## src/rtl/memory_access_ctrl_pkg.sv

```systemverilog
// Shared pipeline definitions for the memory stage: FSM state encodings and
// the memory response timeout.
package memory_access_ctrl_pkg;

  localparam int DATA_W = 16;

  localparam logic [7:0] MEM_TIMEOUT = 8'd255;

  typedef enum logic [1:0] {
    IDLE = 2'd0,
    WAIT = 2'd1,
    DONE = 2'd2
  } mac_state_e;

endpackage

```

## src/rtl/memory_access_ctrl_register.sv

```systemverilog
// Generic load-enabled register with synchronous active-high clear.
module memory_access_ctrl_register #(
  parameter int REGISTER_WIDTH = 16
) (
  input  logic                      clk,
  input  logic                      rst,
  input  logic                      en,
  input  logic [REGISTER_WIDTH-1:0] d,
  output logic [REGISTER_WIDTH-1:0] q
);

  // NOTE: non-blocking assignment so every flop samples pre-edge values.
  always_ff @(posedge clk) begin
    if (rst)     q <= '0;
    else if (en) q <= d;
  end

endmodule

```

## src/rtl/memory_access_ctrl.sv

```systemverilog
// Memory-stage access controller: issues one-cycle memory strobes, waits for
// the response or a timeout, and freezes upstream latches while busy.
module memory_access_ctrl (
  input  logic        clk,
  input  logic        rst,
  input  logic        memRead_m,
  input  logic        memWrite_m,
  input  logic        halt_m,
  input  logic [15:0] addr_m,
  input  logic [15:0] wrData_m,
  output logic [15:0] memAddr,
  output logic [15:0] memDataIn,
  output logic        memRd,
  output logic        memWr,
  output logic        memCreateDump,
  input  logic [15:0] memDataOut,
  input  logic        memDone,
  input  logic        memErr,
  output logic [15:0] readData_m,
  output logic        stall_m,
  output logic        err_m
);
  import memory_access_ctrl_pkg::*;

  mac_state_e        state;
  logic [7:0]        wait_cnt;
  logic              err_flag;
  logic              dumped;
  logic              op_read;
  logic [DATA_W-1:0] addr_q;
  logic [DATA_W-1:0] data_q;

  logic              any_req;
  logic              bad_req;
  logic              good_req;
  logic              fail;
  logic              rd_en;
  logic [DATA_W-1:0] rd_d;

  // Request qualification happens in the same cycle the latch presents it,
  // so upstream sees stall_m before it can advance.
  assign any_req  = memRead_m | memWrite_m;
  assign bad_req  = any_req & (addr_m[0] | (memRead_m & memWrite_m));
  assign good_req = !rst && (state == IDLE) && any_req && !bad_req;

  assign memRd         = good_req & memRead_m;
  assign memWr         = good_req & memWrite_m;
  assign memAddr       = rst ? '0 : (good_req ? addr_m   : addr_q);
  assign memDataIn     = rst ? '0 : (good_req ? wrData_m : data_q);
  assign stall_m       = !rst && (good_req || (state == WAIT));
  assign err_m         = !rst && (((state == IDLE) && bad_req) ||
                                  ((state == DONE) && err_flag));
  assign memCreateDump = !rst && (state == IDLE) && halt_m && !any_req && !dumped;

  // A response on the last allowed wait cycle still counts as success.
  assign fail = memErr || (!memDone && (wait_cnt == MEM_TIMEOUT - 8'd1));

  // NOTE: defaults first so no path through the block can infer a latch.
  always_comb begin
    rd_en = 1'b0;
    rd_d  = memDataOut;
    if (state == WAIT) begin
      if (fail) begin
        rd_en = 1'b1;
        rd_d  = '0;
      end else if (memDone && op_read) begin
        rd_en = 1'b1;
      end
    end
  end

  memory_access_ctrl_register #(
    .REGISTER_WIDTH(DATA_W)
  ) u_read_data (
    .clk (clk),
    .rst (rst),
    .en  (rd_en),
    .d   (rd_d),
    .q   (readData_m)
  );

  always_ff @(posedge clk) begin
    if (rst) begin
      state    <= IDLE;
      wait_cnt <= '0;
      err_flag <= 1'b0;
      dumped   <= 1'b0;
      op_read  <= 1'b0;
      addr_q   <= '0;
      data_q   <= '0;
    end else begin
      case (state)
        IDLE: begin
          if (memCreateDump) dumped <= 1'b1;
          if (good_req) begin
            addr_q  <= addr_m;
            data_q  <= wrData_m;
            op_read <= memRead_m;
            state   <= WAIT;
          end
        end
        WAIT: begin
          wait_cnt <= wait_cnt + 8'd1;
          if (fail) begin
            err_flag <= 1'b1;
            state    <= DONE;
          end else if (memDone) begin
            state <= DONE;
          end
        end
        DONE: begin
          wait_cnt <= '0;
          err_flag <= 1'b0;
          state    <= IDLE;
        end
        default: state <= IDLE;
      endcase
    end
  end

endmodule

```

## config.mk

```make
export PLATFORM = sky130hd
export DESIGN_NAME = memory_access_ctrl
export DESIGN_NICKNAME = d
export VERILOG_FILES = /design/src/rtl/memory_access_ctrl_pkg.sv /design/src/rtl/memory_access_ctrl_register.sv /design/src/rtl/memory_access_ctrl.sv
export SDC_FILE = /design/constraint.sdc
export NUM_CORES = 1
export LEC_CHECK = 0
export ABC_CLOCK_PERIOD_IN_PS = 1700
export BUFFER_PORTS_ARGS = -buffer_cell sky130_fd_sc_hd__buf_2
export CAP_MARGIN = 20
export CORE_MARGIN = 5
export CORE_UTILIZATION = 40
export CTS_BUF_LIST = sky130_fd_sc_hd__clkbuf_4
export DETAILED_ROUTE_END_ITERATION = 16
export PLACE_DENSITY = 0.65
export SLEW_MARGIN = 15
export SYNTH_ARGS = -nofsm -noshare
export SYNTH_HDL_FRONTEND = slang
export SYNTH_SLANG_ARGS = --single-unit
```

## constraint.sdc

```tcl
create_clock -name clk -period 1.7 [get_ports clk]
set_input_delay 0.085 -clock clk [delete_from_list [all_inputs] [get_ports clk]]
set_output_delay 0.085 -clock clk [all_outputs]
set_load 0.03 [all_outputs]
```

## Word level (Yosys, flattened, before mapping)

Index checks and enable logic that the tools add are counted.

| word-level totals | value |
|---|---|
| bits of input ports | 55 |
| output and inout bits | 53 |
| bits in registers | 61 |
| logic and storage cells | 63 |

| operators by class | value |
|---|---|
| equal/unequal tests | 6 |
| mux-type cells | 16 |
| $add $sub $neg | 1 |
| bitwise operators | 6 |
| reductions and logical operators | 26 |

Operator list:

| kind | count |
|---|---|
| 2-to-1 mux 16 bit | 6 |
| case mux 8 bit (2 select lines) | 1 |
| logical AND 1 bit | 12 |
| adder 8 x 1 -> 8 bit, second input constant | 1 |
| equality test 8 bit, second input constant | 1 |
| AND reduction 2 bit | 4 |
| 2-to-1 mux 2 bit | 3 |
| zero test 1 bit | 5 |
| bitwise AND 1 bit | 4 |
| 2-to-1 mux 1 bit | 4 |
| != test 2 bit, second input constant | 2 |
| case mux 2 bit (2 select lines) | 1 |
| logical OR 1 bit | 3 |
| != test 3 bit, second input constant | 1 |
| equality test 2 x 1 -> 1 bit, second input constant | 1 |
| equality test 2 bit, second input constant | 1 |
| zero test 2 bit | 1 |
| OR 1 bit | 2 |
| case mux 1 bit (2 select lines) | 1 |
| nonzero test 2 bit | 1 |

## Longest topological paths before layout

| logic depth | value |
|---|---|
| word-level depth | 7 |
| depth in mapped cells | 8 |
| mapped depth without buffers | 6 |

## Hierarchy

A second synthesis with hierarchy kept.

| second synthesis, totals | value |
|---|---|
| cell total of the unflattened synthesis | 332 |
| area total of the unflattened synthesis | 2,797.7 um2 |

Modules (own cells, without submodules):

| module | cells an instance | area each (um2) | seq. area each (um2) | instances |
|---|---|---|---|---|
| memory_access_ctrl | 280 | 2,217.1 | 900.9 | 1 |
| memory_access_ctrl_register | 52 | 580.6 | 320.3 | 1 |

## Worst setup path after synthesis

Ideal clock, no wire load.

| path | value |
|---|---|
| path type | flip-flop to flip-flop |
| from | reg state[0] |
| to | reg dumped |
| data required time | 1,638 ps |
| buffers on the path | 0 |
| cell stages (with the launch flop) | 6 |
| period minus slack after synthesis | 2,023 ps |
| data arrival time | 1,962 ps |
| library setup time | 62 ps |
| slack | -323 ps |
| cell sequence | dfxtp_1 > inv_1 > ha_1 > nand2b_4 > nor4_1 > o21ba_2 |

| between the ends | value |
|---|---|
| word-level cells in the longest chain between the ends | 6 |

Ends and longest elaborated chain:

| element | line | source |
|---|---|---|
| start: declaration | memory_access_ctrl.sv:25 | `mac_state_e state;` |
| start signal: assignment | memory_access_ctrl.sv:84 | `state <= IDLE;` |
| start signal: assignment | memory_access_ctrl.sv:99 | `state <= WAIT;` |
| start signal: assignment | memory_access_ctrl.sv:106 | `state <= DONE;` |
| zero test 2 bit | memory_access_ctrl.sv:53 | `assign memCreateDump = !rst && (state == IDLE) && halt_m && !any_req && !dumped;` |
| logical AND 1 bit (4 in series) | memory_access_ctrl.sv:53 |  |
| named net memCreateDump | memory_access_ctrl.sv:15 | `output logic memCreateDump,` |
| AND reduction 2 bit (no line) | - |  |
| end signal: assignment | memory_access_ctrl.sv:87 | `dumped <= 1'b0;` |
| end signal: assignment | memory_access_ctrl.sv:94 | `if (memCreateDump) dumped <= 1'b1;` |
| end: declaration | memory_access_ctrl.sv:28 | `logic dumped;` |

The timed path passes the listed nets, and every way through them passes these cells.
A chain may end at the register's enable or synchronous reset.

## Worst setup path in the final report

| path | value |
|---|---|
| from | reg state[0] |
| to | out memAddr[12] |

| between the ends | value |
|---|---|
| word-level cells in the longest chain between the ends | 6 |

Ends and longest elaborated chain:

| element | line | source |
|---|---|---|
| zero test 2 bit | memory_access_ctrl.sv:44 | `assign good_req = !rst && (state == IDLE) && any_req && !bad_req;` |
| logical AND 1 bit (3 in series) | memory_access_ctrl.sv:44 |  |
| 2-to-1 mux 16 bit | - |  |
| 2-to-1 mux 16 bit | memory_access_ctrl.sv:48 | `assign memAddr = rst ? '0 : (good_req ? addr_m : addr_q);` |
| end: declaration | memory_access_ctrl.sv:11 | `output logic [15:0] memAddr,` |

Every way passes these cells.

==> summary.md <==
| Metric | Value |
|---|---|
| DRC | 0 |
| Flops & latches, synth | 61 |
| Mean Syn Cell Area | roughly 8.6 sq um |
| Placed cell count | 500 |
| Sequential share of power | 0.412 |
| Critical path class | reg2out |
| Placed wire-length estimate | between 4 and 5 mm |
| TritonRoute pass-1 iters | 4 |
| Maximum vdd drop | 0.000477 V |
| Largest net degree at the start of global routing | 59 |
| Layout cells sized above 1 | 0.521 |
| Area growth from synthesis to layout | 69.4% |
| Fin cells | 559 |
| Port Buffers | 107 |
| Die area | 0.00832 sq mm |
| CP endpoint kind | output pin |
| Skew-Pair Late Insertion Delay | a little under 0.4 ns |
| Setup TNS | -10.56 ns |
| Vias in the first global route | 2,806 |
| All-Layer GR Usage | 0.190 |
| P_int | 2530 uW |
| PD cells | 855 mW/mm^2 |
| Tightest Pin Transition | between 0.7 and 0.8 ns |
| Iter 0 DRT Violations | 81 |
| Worst path required time | 1.62 ns |
| FP Rows | 29 |
| P_leak | about 0.0019 uW |
| XOR/XNOR Fraction of Synth Area | 0.0166 |
| GR Overflow Total | 0 |
| Htree depth | 3 |
| ANT cells | 0 |
| PnR worst setup slack | -0.342 ns |
| Crit-path max FO | 16 |
| Commonest non-fill, non-tap cell in the layout | buf_2 |
| Effective utilization at floorplan | 0.413 |
| Initial antenna violation count | 0 |
| Final period util | 1.20 |
| Final net count | 539 |
| Max_slew headroom | 0.526 |
| Fillers | 497 |
| DR vias/cell | 5.01 |
| Switch share | 0.337 |
| Final Critical Period | 2.04 ns |
| Syn. warnings | 0 |
| Root Driver | clkbuf_4 |
| Clock Pin Slew Worst Setup and Hold Paths | 0.11 ns |
| Max_cap viols | 0 |
| Clock Tree Buf Depth | 2 |
| Worst path cell trace | inv_2 -> ha_4 -> nand2b_4 -> or3_4 -> buf_12 -> nand2_2 -> a21oi_2 -> buf_6 |
| Fmax | 0.490 GHz |
| # setup viols final | 36 |
| Compound-Gate Fraction of Synth Area | 0.205 |
| Largest family of logic cells by synthesized area | simple AND/OR/NAND/NOR gates |
| Mux cell area share after synthesis | 0.0152 |
| Wire per inst | roughly 14 microns |
| Register area share after synthesis | 0.463 |
| Syn Inst Count | 305 |
| Cell area after layout | 0.00447 sq mm |
| Synthesized-area fraction occupied by adder cells | 0.0370 |
| Vias | around 2,800 |
| Final Util | 0.700 |
| Die X | 91.2 microns |
| Max stage delay on crit path | approximately 0.42 ns |
| HP Class | in2reg |
| Sw power | 1290 uW |
| Yosys cell types | 36 |
| Placed inst area | 0.00353 sq mm |
| Skew final | approximately 0.013 ns |
| Final hold violations | 0 |
| Yosys top cell by area | dfxtp_1 |
| CP max stage cell | or3_4 |
| Synth Net Count | 367 |
| Status | complete, but fails checks |
| CTS tree | yes |
| Synth area leaders | dfxtp_1 46%, a21oi_1 13%, nand2_1 6.7% |
| I/O Pins | between 100 and 150 |
| Floorplan Core Area | 0.00639 sq mm |
| Most frequent cells in the layout | 69 x buf_2, 59 x dfxtp_1, 38 x a21oi_1, 38 x buf_4, 36 x nand2_2 |
| Post-synthesis simple-gate area fraction | 0.212 |
| RSZ-0062 raised after global routing | yes |
| Drt total wl | approximately 8.1 mm |
| Top-area cell type share of the netlist area | 0.463 |
| Violated checks | setup timing |
| Final Max Tran Viols | 0 |
| Final Wtd Congestion | 0.771 |
| Num Clock Sinks | 61 |
| Synthesized cell area | 0.00264 sq mm |
| Global-route wire length before repair | 13.1 mm |
| Startpoint Class | flop |
| Die Y | slightly above 90 microns |
| Post-route ant nets | 0 |
| Clock Power Share | 0.221 |
| Signal arrival time at the worst endpoint | just under 2 ns |
| CTS buffer count | 9 |
| Combinational share of power | 0.367 |
-- sequential cells by signal, indices dropped and copies added, names as in the netlist --
name and cells:
op_read 1, data_q 16, state 2, wait_cnt 8, err_flag 1, dumped 1, u_read_data.q 16, addr_q 16
-- area by class of cell --
type	instances	area, sq um	area share
Multi-Input combinational cell	220	1540	0.345
Sequential cell	61	1220	0.274
Tap cell	77	96.3	0.0216
Clock buffer	11	82.6	0.0185
Timing Repair Buffer	180	1480	0.330
Clock inverter	5	27.5	0.00616
Inverter	5	18.8	0.00420
-- stage by stage --
step                setup WS [ns]  total power [uW]  hold WS, ns
finish                     -0.342              3820       0.0378
global route               -0.443              4050       0.0241
CTS                        -0.351              3810       0.0113
detailed placement        -0.0593              2640        0.307
global placement          -0.0137              2620        0.301
floorplan                 0.00227              2270        0.218
-- synth_stat cells (all sizes together) --
cell type and count:
nor3b 2, nand4b 2, and3 1, a21o 1, a22o 15, nand2 67, nand4 4, clkbuf 9
o31a 1, a21oi 67, xor2 4, nor4 1, nor3 2, dfxtp 61, nand2b 9, mux2i 4
and2 1, nand3 2, buf 10, inv 5, nor2 13, a31oi 2, maj3 1, a22oi 1
ha 7, or3 5, o21ba 1, o31ai 1, o21ai 4, nor2b 1, xnor2 1
-- power by group through the flow --
stage | logic, uW | clock network [uW] | registers, uW
after global routing | 1530 | 941 | 1590
final | 1400 | 844 | 1570
after detailed placement | 1040 | 0 | 1600
after CTS | 1370 | 870 | 1570
after global placement | 1030 | 0 | 1590
after floorplan | 681 | 0 | 1590
-- cell families (layout without fill, tap and decap cells) --
group	Yosys count	count (layout)
flip-flops	61	61
AO/OA/AOI/OAI	93	93
multiplexers	4	4
XOR/XNOR	5	5
AND/OR/NAND/NOR	110	110
buffers and inverters	24	201
adder cells (fa/ha/maj)	8	8
-- worst max-delay path, delay by kind of cell (launching register included) --
family	cells	cell delay, ns
compound gates	1	0.07
fa+ha+maj	1	0.15
buf+inv	3	0.42
flops	1	0.34
simple gates	3	0.59
-- per-layer routing --
layer  GRT usage  vias up  routed length, microns
met4      0.0587        0                     134
met3      0.0521       17                     494
met1       0.223     1301                    3280
met2       0.334       86                    4150
met5           0        -                       0
li1            -     1394                       -
-- timing repair --
| item | 4_1_cts | 5_1_grt |
|---|---|---|
| resized for setup | 95 | 26 |
| endpoints found under the hold margin | 32 | 0 |
| pin swaps | 2 | 13 |
| setup endpoints to repair | 37 | 39 |
| buffers inserted | 6 | 8 |
| gates cloned | 3 | 0 |
| hold buffers | 32 | 0 |
-- path summary, 6_finish.rpt --
path,start,end,slack (ns),cells past startpoint
worst min register to register,addr_q[15]$_SDFFE_PP0N_,addr_q[15]$_SDFFE_PP0N_,0.47,2
worst min-delay path,wrData_m[15],data_q[15]$_SDFFE_PP0N_,0.04,4
worst max-delay path,state[0]$_SDFFE_PP0P_,memAddr[12],-0.34,8
worst max register to register,state[0]$_SDFFE_PP0P_,data_q[13]$_SDFFE_PP0N_,0.12,9
Power figures use the tool's default switching activity.
